**config.mk**
```make
export PLATFORM = sky130hd
export DESIGN_NAME = n1_pbus_tgt
export DESIGN_NICKNAME = d
export VERILOG_FILES = /design/src/rtl/n1_pbus_tgt.sv
export SDC_FILE = /design/constraint.sdc
export NUM_CORES = 1
export LEC_CHECK = 0
export BUFFER_PORTS_ARGS = -buffer_cell sky130_fd_sc_hd__buf_2
export CAP_MARGIN = 20
export CORE_MARGIN = 3
export CORE_UTILIZATION = 36
export DETAILED_ROUTE_END_ITERATION = 6
export GPL_TIMING_DRIVEN = 0
export PLACE_DENSITY = 0.85
export SYNTH_ARGS = -nofsm -noshare
export SYNTH_HDL_FRONTEND = slang
export SYNTH_SLANG_ARGS = --single-unit
```
**constraint.sdc**
```tcl
create_clock -name clk_i -period 3.5 [get_ports clk_i]
set_input_delay 0.35 -clock clk_i [delete_from_list [all_inputs] [get_ports clk_i]]
set_output_delay 0.35 -clock clk_i [all_outputs]
set_load 0.03 [all_outputs]
```
**src/rtl/n1_pbus_tgt.sv**
```systemverilog
// Pipelined Wishbone target for the N1 program bus, fronting a fixed-latency program memory.
// Build option: define N1_PBUS_TGT_RTY_EN to answer busy-memory requests with RTY instead of STALL.
module n1_pbus_tgt #(
    parameter int                   ADR_WIDTH = 16,
    parameter int                   DAT_WIDTH = 16,
    parameter int                   MEM_LAT   = 2,
    parameter logic [ADR_WIDTH-1:0] ADR_LIMIT = 16'hC000
) (
    input  logic                 clk_i,
    input  logic                 sync_rst_i,
    input  logic                 pbus_cyc_i,
    input  logic                 pbus_stb_i,
    input  logic                 pbus_we_i,
    input  logic [ADR_WIDTH-1:0] pbus_adr_i,
    input  logic [DAT_WIDTH-1:0] pbus_dat_i,
    output logic [DAT_WIDTH-1:0] pbus_dat_o,
    output logic                 pbus_ack_o,
    output logic                 pbus_err_o,
    output logic                 pbus_rty_o,
    output logic                 pbus_stall_o,
    output logic                 mem_req_o,
    output logic                 mem_we_o,
    output logic [ADR_WIDTH-1:0] mem_adr_o,
    output logic [DAT_WIDTH-1:0] mem_dat_o,
    input  logic [DAT_WIDTH-1:0] mem_dat_i,
    input  logic                 mem_busy_i,
    output logic [1:0]           prb_pbus_tgt_state_o,
    output logic [2:0]           prb_pbus_tgt_pend_o
);

    typedef enum logic [1:0] {
        ST_IDLE   = 2'd0,
        ST_ACTIVE = 2'd1,
        ST_DRAIN  = 2'd2,
        ST_ABORT  = 2'd3
    } state_t;

    localparam logic [1:0] K_RD  = 2'd0;
    localparam logic [1:0] K_WR  = 2'd1;
    localparam logic [1:0] K_ERR = 2'd2;
    localparam logic [1:0] K_RTY = 2'd3;

    state_t             state_q;
    logic [MEM_LAT-1:0] tag_v_q;
    logic [1:0]         tag_k_q [MEM_LAT];
    logic [2:0]         pend_q;
    logic [2:0]         pend_d;

    logic       in_range;
    logic       busy_rty;
    logic       accept;
    logic [1:0] kind_new;
    logic       rsp_live;
    logic [1:0] rsp_kind;
    logic       rsp_v;

    assign in_range = (pbus_adr_i < ADR_LIMIT);

`ifdef N1_PBUS_TGT_RTY_EN
    assign pbus_stall_o = (state_q == ST_ABORT);
    assign busy_rty     = mem_busy_i;
`else
    assign pbus_stall_o = (state_q == ST_ABORT) | mem_busy_i;
    assign busy_rty     = 1'b0;
`endif

    // Gated by reset so nothing reaches memory in a cycle whose tag would be discarded.
    assign accept = sync_rst_i & pbus_cyc_i & pbus_stb_i & ~pbus_stall_o;

    always_comb begin
        kind_new = K_RD;
        if (!in_range)      kind_new = K_ERR;
        else if (busy_rty)  kind_new = K_RTY;
        else if (pbus_we_i) kind_new = K_WR;
    end

    assign mem_req_o = accept & in_range & ~busy_rty;
    assign mem_we_o  = mem_req_o & pbus_we_i;
    assign mem_adr_o = pbus_adr_i;
    assign mem_dat_o = pbus_dat_i;

    // Responses die from the cycle cyc falls and through the flush cycle.
    assign rsp_live = tag_v_q[MEM_LAT-1];
    assign rsp_kind = tag_k_q[MEM_LAT-1];
    assign rsp_v    = rsp_live & pbus_cyc_i & (state_q != ST_ABORT);

    assign pbus_ack_o = rsp_v & ((rsp_kind == K_RD) | (rsp_kind == K_WR));
    assign pbus_err_o = rsp_v & (rsp_kind == K_ERR);
`ifdef N1_PBUS_TGT_RTY_EN
    assign pbus_rty_o = rsp_v & (rsp_kind == K_RTY);
`else
    assign pbus_rty_o = 1'b0;
`endif
    assign pbus_dat_o = (rsp_v && rsp_kind == K_RD) ? mem_dat_i : '0;

    assign pend_d = pend_q + {2'b00, accept} - {2'b00, rsp_live};

    always_ff @(posedge clk_i) begin
        if (!sync_rst_i) begin
            state_q <= ST_IDLE;
            tag_v_q <= '0;
            pend_q  <= '0;
        end else begin
            tag_v_q[0] <= accept;
            for (int i = 1; i < MEM_LAT; i++) begin
                tag_v_q[i] <= tag_v_q[i-1];
            end
            pend_q <= pend_d;
            case (state_q)
                ST_IDLE: begin
                    if (pbus_cyc_i) state_q <= ST_ACTIVE;
                end
                ST_ACTIVE: begin
                    if (!pbus_cyc_i) state_q <= (pend_q == 3'd0) ? ST_IDLE : ST_ABORT;
                end
                ST_ABORT: begin
                    tag_v_q <= '0;
                    pend_q  <= '0;
                    state_q <= pbus_cyc_i ? ST_ACTIVE : ST_IDLE;
                end
                default: state_q <= ST_IDLE;
            endcase
        end
    end

    // Kind bits are meaningful only alongside a valid bit, so they need no reset.
    always_ff @(posedge clk_i) begin
        tag_k_q[0] <= kind_new;
        for (int i = 1; i < MEM_LAT; i++) begin
            tag_k_q[i] <= tag_k_q[i-1];
        end
    end

    always_ff @(posedge clk_i) begin
        if (sync_rst_i) begin
            assert (pend_q <= 3'(MEM_LAT));
            assert (state_q != ST_DRAIN);
        end
    end

    assign prb_pbus_tgt_state_o = state_q;
    assign prb_pbus_tgt_pend_o  = pend_q;

endmodule

```
# --- Word-level counts from Yosys, hierarchy flattened ---
# Memories as Yosys holds them, arrays and structs flattened.
# Index checks and enable logic that the tools add are counted.
word_totals:
  register_bits: 7
  latchBits: 0
  ram_bits: 4
  romBits: 0
  input_bits: 54
  elab_cells: 41
  n_memories: 1
op_classes:
  addsub: 2
  n_mul: 0
  n_div: 0
  magnitude_cmp: 1
  n_eq_ne: 7
  shift: 0
  muxes: 8
  n_bitwise: 13
  reduce_logical: 6
memory_table:
  columns: ["name", "words", "width", "read_ports", "rd_clocked_by_memory_dff", "wr", "line", "text"]
  rows:
  - ["tag_k_q", 2, 2, 2, 0, 2, "45", "logic [1:0] tag_k_q [MEM_LAT];"]
ops:
  columns: ["operator", "n"]
  rows:
  - ["16-bit less-than comparator (second input constant)", 1]
  - ["16-bit two-way mux", 1]
  - ["1-bit bitwise AND", 9]
  - ["2-bit two-way mux", 4]
  - ["2-bit inequality test (second input constant)", 3]
  - ["2-bit case mux with 3 select lines", 1]
  - ["2-bit by 1-bit == test with 1-bit output (second input constant)", 2]
  - ["2-bit == test (second input constant)", 2]
  - ["2-bit logical NOT", 2]
  - ["3-bit by 1-bit adder with 3-bit output", 1]
  - ["3-bit logical NOT", 1]
  - ["3-bit by 1-bit subtractor with 3-bit output", 1]
  - ["1-bit two-way mux", 2]
  - ["1-bit inverter", 2]
  - ["1-bit bitwise OR", 2]
  - ["2-bit AND reduction", 1]
  - ["2-bit OR reduction", 1]
  - ["1-bit logical AND", 1]

# --- Logic depth before layout (Yosys ltp) ---
# Gate-level depths: netlist (run 1).
depth:
  ltp_word: 6
  mapped_depth: 9
  ltp_nobuf: 9

# --- Worst setup path after synthesis (run 1) ---
# Ideal clock, no wire load.
synth_timing:
  path_kind: "register -> output"
  start: "register state_q[1], in the netlist prb_pbus_tgt_state_o[1]"
  end: "output pbus_err_o"
  arrival_time_ns: 1.819
  required_ns: 3.150
  path_slack_ns: 1.331
  stages_incl_launch_ff: 4
  path_buffers: 1
  cell_sequence: "dfxtp_1 > and2_4 > buf_6 > nor4b_1"
synth_between:
  elab_chain_len: 3
synth_rtl:
  columns: ["item", "line", "text"]
  rows:
  - ["start: declaration", "43", "state_t state_q;"]
  - ["start signal: assignment", "114", "if (!pbus_cyc_i) state_q <= (pend_q == 3'd0) ? ST_IDLE : ST_ABORT;"]
  - ["start signal: assignment", "119", "state_q <= pbus_cyc_i ? ST_ACTIVE : ST_IDLE;"]
  - ["2-bit inequality test", "85", "assign rsp_v = rsp_live & pbus_cyc_i & (state_q != ST_ABORT);"]
  - ["1-bit bitwise AND", "85", null]
  - ["1-bit bitwise AND", "88", "assign pbus_err_o = rsp_v & (rsp_kind == K_ERR);"]
  - ["end: declaration", "18", "output logic pbus_err_o,"]
# Every way passes these cells.

# --- Worst setup path after layout (run 1) ---
layout_timing:
  start: "register state_q[1], in the netlist prb_pbus_tgt_state_o[1]"
  end: "register pend_q[2], in the netlist prb_pbus_tgt_pend_o[2]"
layout_between:
  elab_chain_len: 6
  word_cells_on_any_way: 7
  cone_classes: "add/sub (2); eq/ne (1); bitwise (3); reduce/logical (1)"
layout_rtl:
  columns: ["item", "line", "text"]
  rows:
  - ["2-bit == test *", "63, 109", null]
  - ["1-bit bitwise OR", "63", "assign pbus_stall_o = (state_q == ST_ABORT) | mem_busy_i;"]
  - ["1-bit inverter", "68", "assign accept = sync_rst_i & pbus_cyc_i & pbus_stb_i & ~pbus_stall_o;"]
  - ["1-bit bitwise AND", "68", null]
  - ["3-bit by 1-bit adder with 3-bit output", "96", "assign pend_d = pend_q + {2'b00, accept} - {2'b00, rsp_live};"]
  - ["3-bit by 1-bit subtractor with 3-bit output", "96", null]
  - ["end signal: assignment", "108", "pend_q <= pend_d;"]
  - ["end: declaration", "46", "logic [2:0] pend_q;"]
# Mark *: on every way between the ends. The rest lies on a longest branch, timed or not.
# A chain may end at the register's enable or synchronous reset.

==> qor.yml, run 1 <==
ys_types: 29
r2r-end: "prb_pbus_tgt_pend_o[2]$_SDFF_PP0_"
grt_pass1_wl_microns: 3800
period_share: 0.603
grt_pass1_vias: 862
layout_setup_ws_ps: 1390
placed_area_sq_um: 1440
synth-seq-cells: 11
slew_violations: 0
crit_buf_inv: 2
slowest_stage: "fa_1"
instances_no_fill: 228
ir_drop_v: 0.000209
grt_max_degree: 11
power_leakage_nw: 0.799
rsz0062_at_grt: "false"
cp_cell_sequence: "a21bo_2 > or2_2 > ha_1 > inv_1 > ha_1 > inv_1 > fa_1 > xnor3_1 > nor2_1"
via_per_inst: 4.49
whs_ps: 303
root_buffer: "clkbuf_4"
clk_pin_slew_ps: 70
dieHeight_microns: 58.5
route.antenna.remaining_nets: 0
critPathMaxStageDelay_ps: 360
die_w_microns: 58.5
r2r_slack_ps: 1390
met3_usage: 0.0373
seqPwrFrac: 0.370
intPower_mw: 0.238
synth_area_leader_cell: "buf_4"
drc: 0
num_rows: 18
drt_wl_total_microns: 2620
cts-buffers-inserted: 3
synthDominantCellAreaShare: 0.249
status: "finished, final reports clean"
ys_seq_area_frac: 0.222
placed_cells: 224
drive_gt1_frac: 0.682
pin_count: 113
core_area_sq_um: 2540
cp-end-kind: "flip-flop"
pwr-share-clk: 0.227
dieArea_sq_um: 3430
grt_usage: 0.138
cts_resized: 0
first_pass_iters: 2
criticalPathCategory: "reg2reg"
p_per_area_nw_per_um2: 253
fillers: 258
avgSynthCellArea_sq_um: 8.79
clock_sinks: 11
num_vias: 1024
ff2ff_path_depth: 9
regArea_sq_um: 220
cts_tree: "yes"
worstPathMaxFanout: 6
timing.rr.start: "prb_pbus_tgt_state_o[1]$_SDFFE_PN0P_"
hold_path_depth: 2
cts_setup_buffers: 0
initial_utilization: 0.390
holdBufCountCts: 0
crit_path_start_kind: "flip-flop"
multiInputGateArea_sq_um: 474
p_switching_mw: 0.132
skew_ps: 0.349
combPwrFrac: 0.403
syn_inst: 113
place.gp.congestion: 0.715
swShare: 0.356
antenna_found_initial: 0
final_core_util: 0.575
overflow: 0
crit_required_ps: 3660
holdPathEnd: "prb_pbus_tgt_state_o[1]$_SDFFE_PN0P_"
crit_family: "adder cells"
grt.busiest_layer: "met2"
hold_path_class: "in2reg"
dpl_worst_slack_ps: 1260
antenna_cells: 0
use_met1: 0.179
synthTopCellsByArea: "buf_4, dfxtp_1, nor4_2, nand2b_1, nor4_1"
total_power_mw: 0.370
htreeDepth: 1
dr.first_iter.drc_count: 22
tns_ps: 0
final_hold_viol_count: 0
min_period_ps: 2110
wl_per_cell_microns: 11.5
fmax_mhz: 474
netlist_area_sq_um: 993
syn_nets: 170
cp_data_arrival_time_ps: 2280
io_buffers: 81
clkLatencyLatePin_ps: 270
ys_warn_count: 0
worstHoldStart: "pbus_cyc_i"
final_area_sq_um: 1460
dpl.hpwl_microns: 2230
area_growth_pct: 47.4
maxCapViolCount: 0
nets: 256
grt_util_met2: 0.225
setup_violations: 0
cts_buffer_depth: 2
worst max path at each step:
stage                                         startpoint                                end  slack, ps  depth (start not counted)
finish              prb_pbus_tgt_state_o[1]$_SDFFE_PN0P_  prb_pbus_tgt_pend_o[2]$_SDFF_PP0_       1390                          9
global route        prb_pbus_tgt_state_o[0]$_SDFFE_PN0P_  prb_pbus_tgt_pend_o[2]$_SDFF_PP0_       1290                          9
CTS                 prb_pbus_tgt_state_o[1]$_SDFFE_PN0P_  prb_pbus_tgt_pend_o[2]$_SDFF_PP0_       1380                          9
detailed placement                            sync_rst_i  prb_pbus_tgt_pend_o[2]$_SDFF_PP0_       1260                         10
global placement                              sync_rst_i  prb_pbus_tgt_pend_o[2]$_SDFF_PP0_       1270                         10
floorplan           prb_pbus_tgt_state_o[1]$_SDFFE_PN0P_                         pbus_err_o       1330                          3
metal layers:
metal	wire length, microns	vias up
li1	-	519
met4	20	0
met1	965	443
met5	0	-
met2	1300	60
met3	332	2
cell usage after synthesis, drive strengths merged:
library cell and count:
inv 2, clkbuf 2, nor3b 1, nor3 4
buf 37, and3 2, nand3b 2, dfxtp 11
xnor3 1, o22ai 1, nor2 3, a21boi 1
a21bo 1, nor4 16, nor2b 1, or2 1
ha 2, and2 2, nand2 3, fa 1
nor4b 1, conb 1, nand2b 17
flip-flops by register name, summed over array words and instances (netlist names):
register              flops
prb_pbus_tgt_pend_o       3
prb_pbus_tgt_state_o      2
tag_k_q                   4
tag_v_q                   2
layout by cell type (no fill, tap or decap), types with 2 or more instances in the layout:
| cell type | instances |
|---|---|
| buf_2 | 83 |
| nor4_2 | 9 |
| nor3_1 | 4 |
| inv_1 | 2 |
| dfxtp_1 | 11 |
| nand3b_1 | 2 |
| clkbuf_1 | 2 |
| nor2_1 | 3 |
| ha_1 | 2 |
| nor4_1 | 7 |
| nand2b_1 | 17 |
| clkbuf_4 | 3 |
| nand2_1 | 2 |
| and3_1 | 2 |
| buf_4 | 33 |
layout make-up:
type / count / share of cell area
Timing Repair Buffer: 81 / 0.277
Clock buffer: 3 / 0.0154
Sequential cell: 11 / 0.150
Buffer: 39 / 0.199
Tap cell: 30 / 0.0256
Clock inverter: 1 / 0.00342
Inverter: 2 / 0.00513
Multi-Input combinational cell: 61 / 0.324
worst register-to-register path, stage by stage (launching register included):
cell and delay [ps]:
dfxtp_1 350, a21bo_2 270, or2_2 300, ha_1 270
inv_1 50, ha_1 130, inv_1 50, fa_1 360
xnor3_1 200, nor2_1 40
cell families after synthesis:
| kind of cell | synth area share |
|---|---|
| AO/OA/AOI/OAI | 0.0239 |
| flip-flops | 0.222 |
| AND/OR/NAND/NOR | 0.382 |
| adder cells (fa/ha/maj) | 0.0453 |
| buffers and inverters | 0.301 |
| XOR/XNOR | 0.0227 |
| other | 0.00377 |
power by group through the flow:
stage          clock network (mW)  registers (mW)  logic, mW
6_report                   0.0839           0.137      0.149
5_1_grt                    0.0935           0.138      0.159
3_3_place_gp                    0           0.140      0.148
3_5_place_dp                    0           0.140      0.150
2_1_floorplan                   0           0.145      0.104
4_1_cts                    0.0884           0.137      0.150
(Power assumes the default switching activity.)
==> inputs of run 2 (changes only) <==
--- a/config.mk
+++ b/config.mk
@@ -8,10 +8,10 @@
 export BUFFER_PORTS_ARGS = -buffer_cell sky130_fd_sc_hd__buf_2
 export CAP_MARGIN = 20
 export CORE_MARGIN = 3
-export CORE_UTILIZATION = 36
+export CORE_UTILIZATION = 30
 export DETAILED_ROUTE_END_ITERATION = 6
 export GPL_TIMING_DRIVEN = 0
-export PLACE_DENSITY = 0.85
+export PLACE_DENSITY = 0.76
 export SYNTH_ARGS = -nofsm -noshare
 export SYNTH_HDL_FRONTEND = slang
 export SYNTH_SLANG_ARGS = --single-unit
==> constraint.sdc (replaced) <==
create_clock -name clk_i -period 1.7 [get_ports clk_i]
set_input_delay 0.17 -clock clk_i [delete_from_list [all_inputs] [get_ports clk_i]]
set_output_delay 0.17 -clock clk_i [all_outputs]
set_load 0.03 [all_outputs]
==> run 2 against run 1 <==
Effect of this change:
- the run now ends with setup timing left
- sequential power up 110%
- count of clock-buffer cells in the layout up 1
- sequential share of layout area down 2.7 points
- maximum frequency up 13%
- via count up 3.6%
- final cell count up 9.2%
- register-to-register slack worse by 1600 ps
- cell area up 28%
- combinational power up 130%
- largest cell class unchanged
- largest power group unchanged
==> qor.yml, run 2 (same netlist as run 1, synthesis figures left out) <==
cp_data_arrival_time_ps: 2030  # -250 ps
dpl.hpwl_microns: 2210  # -1.2%
layout_setup_ws_ps: -162  # -1550 ps
crit_path_start_kind: "flip-flop"
cp-end-kind: "flip-flop"
initial_utilization: 0.320  # -0.0702
worstPathMaxFanout: 2  # -4
violations: "setup timing"
rsz0062_at_grt: "true"
min_period_ps: 1860  # -249 ps
clkLatencyLatePin_ps: 270  # about the same
slew_violations: 0  # unchanged
die_w_microns: 63.5  # +8.6%
core_area_sq_um: 3100  # +22%
grt_max_degree: 11  # unchanged
pin_count: 113  # unchanged
p_per_area_nw_per_um2: 428  # +69%
dieHeight_microns: 63.5  # +8.6%
final_hold_viol_count: 0  # unchanged
area_growth_pct: 88.5
layout_commonest_cell: "buf_2"
dr_wl_met3_microns: 244  # -27%
maxCapViolCount: 0  # unchanged
fmax_mhz: 537  # +13%
tns_ps: -309  # -309 ps
largest_register_ffs: 4  # unchanged
route.antenna.remaining_nets: 0  # unchanged
wl_per_cell_microns: 12.3  # +7.2%
htreeDepth: 1  # unchanged
cts-buffers-inserted: 3  # unchanged
drc: 0  # unchanged
holdBufCountCts: 0  # unchanged
dr.first_iter.drc_count: 14  # -36%
num_vias: 1061  # +3.6%
placed_cells: 238  # +6.3%
ir_drop_v: 0.000314  # +50%
top_layer: "met4"
nets: 263  # +2.7%
antenna_cells: 0  # unchanged
power_leakage_nw: 0.875  # +9.5%
cts_buffer_depth: 2  # unchanged
mostFrequentLayoutCells: "buf_2, buf_4, nand2b_1"
met1_length_microns: 1110  # +15%
grt_pass1_vias: 961  # +11%
skew_ps: 4.55  # +4.21 ps
crit_required_ps: 1870  # -1790 ps
whs_ps: 145  # -158 ps
clk_pin_slew_ps: 70  # about the same
dieArea_sq_um: 4040  # +18%
hold_path_class: "in2reg"
overflow: 0  # unchanged
instances_no_fill: 249  # +9.2%
drive_gt1_frac: 0.790  # +0.108
io_buffers: 81  # unchanged
criticalPathCategory: "reg2reg"
status: "finished, violations left"
cts_tree: "yes"
antenna_found_initial: 0  # unchanged
grt_usage: 0.133  # -0.00553
setup_violations: 3  # +3
first_pass_iters: 2  # unchanged
met2WireLength_microns: 1690  # +30%
period_share: 1.10  # +0.492
via_per_inst: 4.26  # -5.1%
regMostFlops: "tag_k_q"
clock_sinks: 11  # unchanged
drt_wl_total_microns: 3070  # +17%
root_buffer: "clkbuf_4"
num_rows: 20  # +2
grt_pass1_wl_microns: 4420  # +17%
place.gp.congestion: 0.722  # +0.91%
-- run 2: changes by cell type in the layout (fill, tap and decap cells not counted), moves of 2 or more --
| cell | before | now |
|---|---|---|
| buf_2 | 83 | 61 |
| buf_4 | 33 | 54 |
| nor4_4 | 0 | 12 |
| buf_6 | 1 | 9 |
| nor4_1 | 7 | 0 |
| dfxtp_1 | 11 | 6 |
| nor4_2 | 9 | 4 |
| dfxtp_2 | 0 | 3 |
| dfxtp_4 | 0 | 2 |
| ha_1 | 2 | 0 |
| ha_4 | 0 | 2 |
| inv_1 | 2 | 0 |
| inv_2 | 0 | 2 |
-- run 2: cell type report --
cell class                      instances  area [sq um]
Buffer                                 36           290
Multi-Input combinational cell         62           693
Timing Repair Buffer                   90           569
Fill cell                             289          1230
Sequential cell                        11           231
Clock buffer                            4          26.3
Tap cell                               44          55.1
Inverter                                2          7.51
-- run 2: what timing repair did --
item                       CTS  global route
setup endpoints to repair   12            16
pin swaps                    8            10
gates cloned                 2             0
gates resized for setup     26            29
setup buffers                7             1
-- run 2: path summary, 6_finish.rpt --
kind | start | end | slack (ps) | cells past startpoint
setup / recovery | prb_pbus_tgt_state_o[1]$_SDFFE_PN0P_ | prb_pbus_tgt_pend_o[2]$_SDFF_PP0_ | -160 | 9
hold / removal | pbus_cyc_i | prb_pbus_tgt_state_o[1]$_SDFFE_PN0P_ | 140 | 2
setup reg to reg | prb_pbus_tgt_state_o[1]$_SDFFE_PN0P_ | prb_pbus_tgt_pend_o[2]$_SDFF_PP0_ | -160 | 9
hold reg to reg | tag_k_q[0][1]$_DFF_P_ | tag_k_q[0][3]$_DFF_P_ | 330 | 0
-- run 2: where the power goes --
part / switching [mW] / total [mW] / internal, mW
registers: 0.0201 / 0.290 / 0.270
logic: 0.190 / 0.339 / 0.148
clock network: 0.0817 / 0.172 / 0.0908
-- run 2: per-layer routing --
metal,global-route usage,vias up
li1,-,541
met1,0.143,464
met2,0.257,53
met3,0.0250,3
met4,0.0404,0
met5,0,-
-- run 2: critical path, stage by stage, from the launching register on --
cell and delay [ps]:
dfxtp_4 350, a21bo_4 210, or2_4 230, ha_4 210, inv_2 60, ha_4 120, inv_2 30, fa_2 320
xnor3_1 200, nor2_1 40
-- run 2: stage by stage --
step | power [mW] | instance area, sq um | setup WS [ps] | utilization
after floorplan | 0.520 | 1090 | -193 | -
after global placement | 0.601 | 1550 | -186 | 0.499
final | 0.802 | 1870 | -162 | 0.604
after global routing | 0.845 | 1870 | -213 | 0.604
after CTS | 0.795 | 1750 | -170 | 0.564
after detailed placement | 0.605 | 1550 | -218 | 0.499
==> inputs of run 3 (changes only) <==
==> config.mk (replaced) <==
export PLATFORM = sky130hd
export DESIGN_NAME = n1_pbus_tgt
export DESIGN_NICKNAME = d
export VERILOG_FILES = /design/src/rtl/n1_pbus_tgt.sv
export SDC_FILE = /design/constraint.sdc
export NUM_CORES = 1
export LEC_CHECK = 0
export CAP_MARGIN = 20
export CORE_MARGIN = 3
export CORE_UTILIZATION = 54
export DETAILED_ROUTE_END_ITERATION = 6
export DONT_BUFFER_PORTS = 1
export GPL_TIMING_DRIVEN = 0
export PLACE_DENSITY = 0.72
export RECOVER_POWER = 25
export SYNTH_ARGS = -nofsm -noshare
export SYNTH_HDL_FRONTEND = slang
export SYNTH_SLANG_ARGS = --single-unit
==> run 3 against run 2 <==
Effect of this change:
- count of clock-buffer cells in the layout stayed put
- global-route usage is 8.2 points higher
- the run still ends with setup timing left
- hold slack worse by 110 ps
- largest power group is now registers
- combinational power is 27% lower
- core utilization is 24 points higher
- clock power hardly changed
- sequential power is 6% higher
- first-iteration DRC count is 29% lower
- via count is 21% lower
- critical path depth stayed put
==> qor.yml, run 3 (same netlist as run 1, synthesis figures left out) <==
min_period_ps: 1960  # +92.8 ps
p_per_area_nw_per_um2: 529  # +24%
worstPathMaxFanout: 6  # +4
drive_gt1_frac: 0.542  # -0.249
violations: "setup timing"
clkLatencyLatePin_ps: 260  # about the same
combPwrFrac: 0.341  # -0.082
cts_buffer_depth: 2  # unchanged
grt_pass1_vias: 840  # -13%
fillers: 98  # -66%
whs_ps: 36.1  # -109 ps
crit_start: "prb_pbus_tgt_state_o[1]$_SDFFE_PN0P_"
layout_setup_ws_ps: -255  # -92.8 ps
first_pass_iters: 4  # +2
r2r-end: "prb_pbus_tgt_pend_o[2]$_SDFF_PP0_"
slew_headroom: 0.359
io_buffers: 0  # -100%
via_per_inst: 5.79  # +36%
critPathMaxStageDelay_ps: 400  # +50 ps
layout_commonest_cell: "buf_4"
htreeDepth: 1  # unchanged
initial_utilization: 0.616  # +0.296
cts_tree: "yes"
final_core_util: 0.847  # +0.243
place.gp.congestion: 0.723  # +0.15%
status: "finished, violations left"
pwr-share-clk: 0.234  # +0.019
tns_ps: -773  # -463 ps
core_area_sq_um: 1610  # -48%
dieHeight_microns: 48.9  # -23%
antenna_found_initial: 0  # unchanged
cp_data_arrival_time_ps: 2120  # +90 ps
intPower_mw: 0.447  # -12%
drc: 0  # unchanged
criticalPathCategory: "reg2reg"
fmax_mhz: 512  # -4.7%
worst_pin_slew_ps: 960
grt_max_degree: 18  # +7
dpl.hpwl_microns: 1880  # -15%
multiInputGateArea_sq_um: 734  # +6.0%
seqPwrFrac: 0.425  # +0.063
power_leakage_nw: 0.448  # -49%
clk_pin_slew_ps: 70  # about the same
slowest_stage: "dfxtp_4"
die_w_microns: 48.9  # -23%
mostFrequentLayoutCells: "buf_4, nand2b_1, nor4_4"
ff2ff_path_depth: 9  # unchanged
setup_violations: 4  # +1
timing.rr.start: "prb_pbus_tgt_state_o[1]$_SDFFE_PN0P_"
dr.first_iter.drc_count: 10  # -4
slew_violations: 0  # unchanged
period_share: 1.15  # +0.0546
dpl_worst_slack_ps: -265  # -46.5 ps
ir_drop_v: 0.000517  # +64%
clock_sinks: 11  # unchanged
swShare: 0.381  # +0.0168
regArea_sq_um: 234  # +1.1%
num_rows: 14  # -30%
r2r_slack_ps: -260  # -90 ps
cp-end-kind: "flip-flop"
rsz0062_at_grt: "true"
p_switching_mw: 0.276  # -5.7%
root_buffer: "clkbuf_4"
regMostFlops: "tag_k_q"
wl_per_cell_microns: 19.0  # +54%
largest_register_ffs: 4  # unchanged
antenna_cells: 0  # unchanged
route.antenna.remaining_nets: 0  # unchanged
crit_required_ps: 1860  # about the same
cp_cell_sequence: "a21bo_4 > or2_4 > ha_4 > inv_2 > ha_4 > inv_2 > fa_2 > xnor3_1 > nor2_1"
skew_ps: 3.71  # -0.845 ps
nets: 178  # -32%
cts-buffers-inserted: 3  # unchanged
hold_path_class: "in2reg"
crit_end: "prb_pbus_tgt_pend_o[2]$_SDFF_PP0_"
final_hold_viol_count: 0  # unchanged
drt_wl_total_microns: 2730  # -11%
maxCapViolCount: 0  # unchanged
crit_path_start_kind: "flip-flop"
num_vias: 834  # -21%
area_growth_pct: 37.4
grt_pass1_wl_microns: 4030  # -8.9%
grt_usage: 0.215  # +0.0818
dieArea_sq_um: 2390  # -41%
overflow: 0  # unchanged
pin_count: 113  # unchanged
==> run 3: worst min-delay path by stage <==
| stage | from | end | depth (start not counted) |
|---|---|---|---|
| global placement | pbus_cyc_i | prb_pbus_tgt_state_o[1]$_SDFFE_PN0P_ | 1 |
| floorplan | pbus_cyc_i | prb_pbus_tgt_state_o[1]$_SDFFE_PN0P_ | 1 |
| global route | sync_rst_i | prb_pbus_tgt_pend_o[0]$_SDFF_PP0_ | 1 |
| CTS | pbus_cyc_i | prb_pbus_tgt_state_o[0]$_SDFFE_PN0P_ | 2 |
| finish | pbus_cyc_i | prb_pbus_tgt_state_o[0]$_SDFFE_PN0P_ | 2 |
| detailed placement | pbus_cyc_i | prb_pbus_tgt_state_o[1]$_SDFFE_PN0P_ | 1 |
==> run 3: final cells by class <==
cell class	instances	share of cell area
plain buffers	36	0.185
clock buffers	4	0.0192
inverters	2	0.00550
multi-input cells	61	0.538
flip-flops and latches	11	0.171
well taps	24	0.0220
repair buffers	6	0.0587
==> run 3: worst max-delay path: cells and delay by family (launching register included) <==
family                   cells  cell delay (ps)
AO/OA/AOI/OAI                1              250
AND/OR/NAND/NOR              2              280
flip-flops                   1              400
buffers and inverters        2               90
XOR/XNOR                     1              200
adder cells (fa/ha/maj)      3              650
==> run 3: repair_timing <==
action,in CTS,in global routing
pin swaps,12,13
hold endpoints to repair,1,0
hold buffers,1,0
cloned,1,0
endpoints found under the setup margin,22,13
buffers inserted,1,3
resized for setup,28,4
==> run 3: power groups by stage <==
stage | Sequential (mW) | Clock, mW | Combinational, mW
final | 0.307 | 0.169 | 0.247
after global routing | 0.310 | 0.193 | 0.260
after global placement | 0.302 | 0 | 0.233
after detailed placement | 0.303 | 0 | 0.236
after floorplan | 0.299 | 0 | 0.222
after CTS | 0.308 | 0.179 | 0.253
==> run 3: layer usage <==
metal  GRT usage  share of wire  up-vias
met3      0.0489          0.090        4
met2       0.441           0.59       70
li1            -              -      369
met1       0.203           0.31      391
met4      0.0711         0.0084        0
met5           0              0        -
==> run 3: through the flow <==
| stage | power [mW] | cells | instance area (sq um) |
|---|---|---|---|
| floorplan | 0.520 | 113 | 1090 |
| global placement | 0.535 | 137 | 1120 |
| detailed placement | 0.539 | 137 | 1120 |
| global route | 0.763 | 144 | 1370 |
| CTS | 0.739 | 141 | 1360 |
| finish | 0.723 | 144 | 1370 |
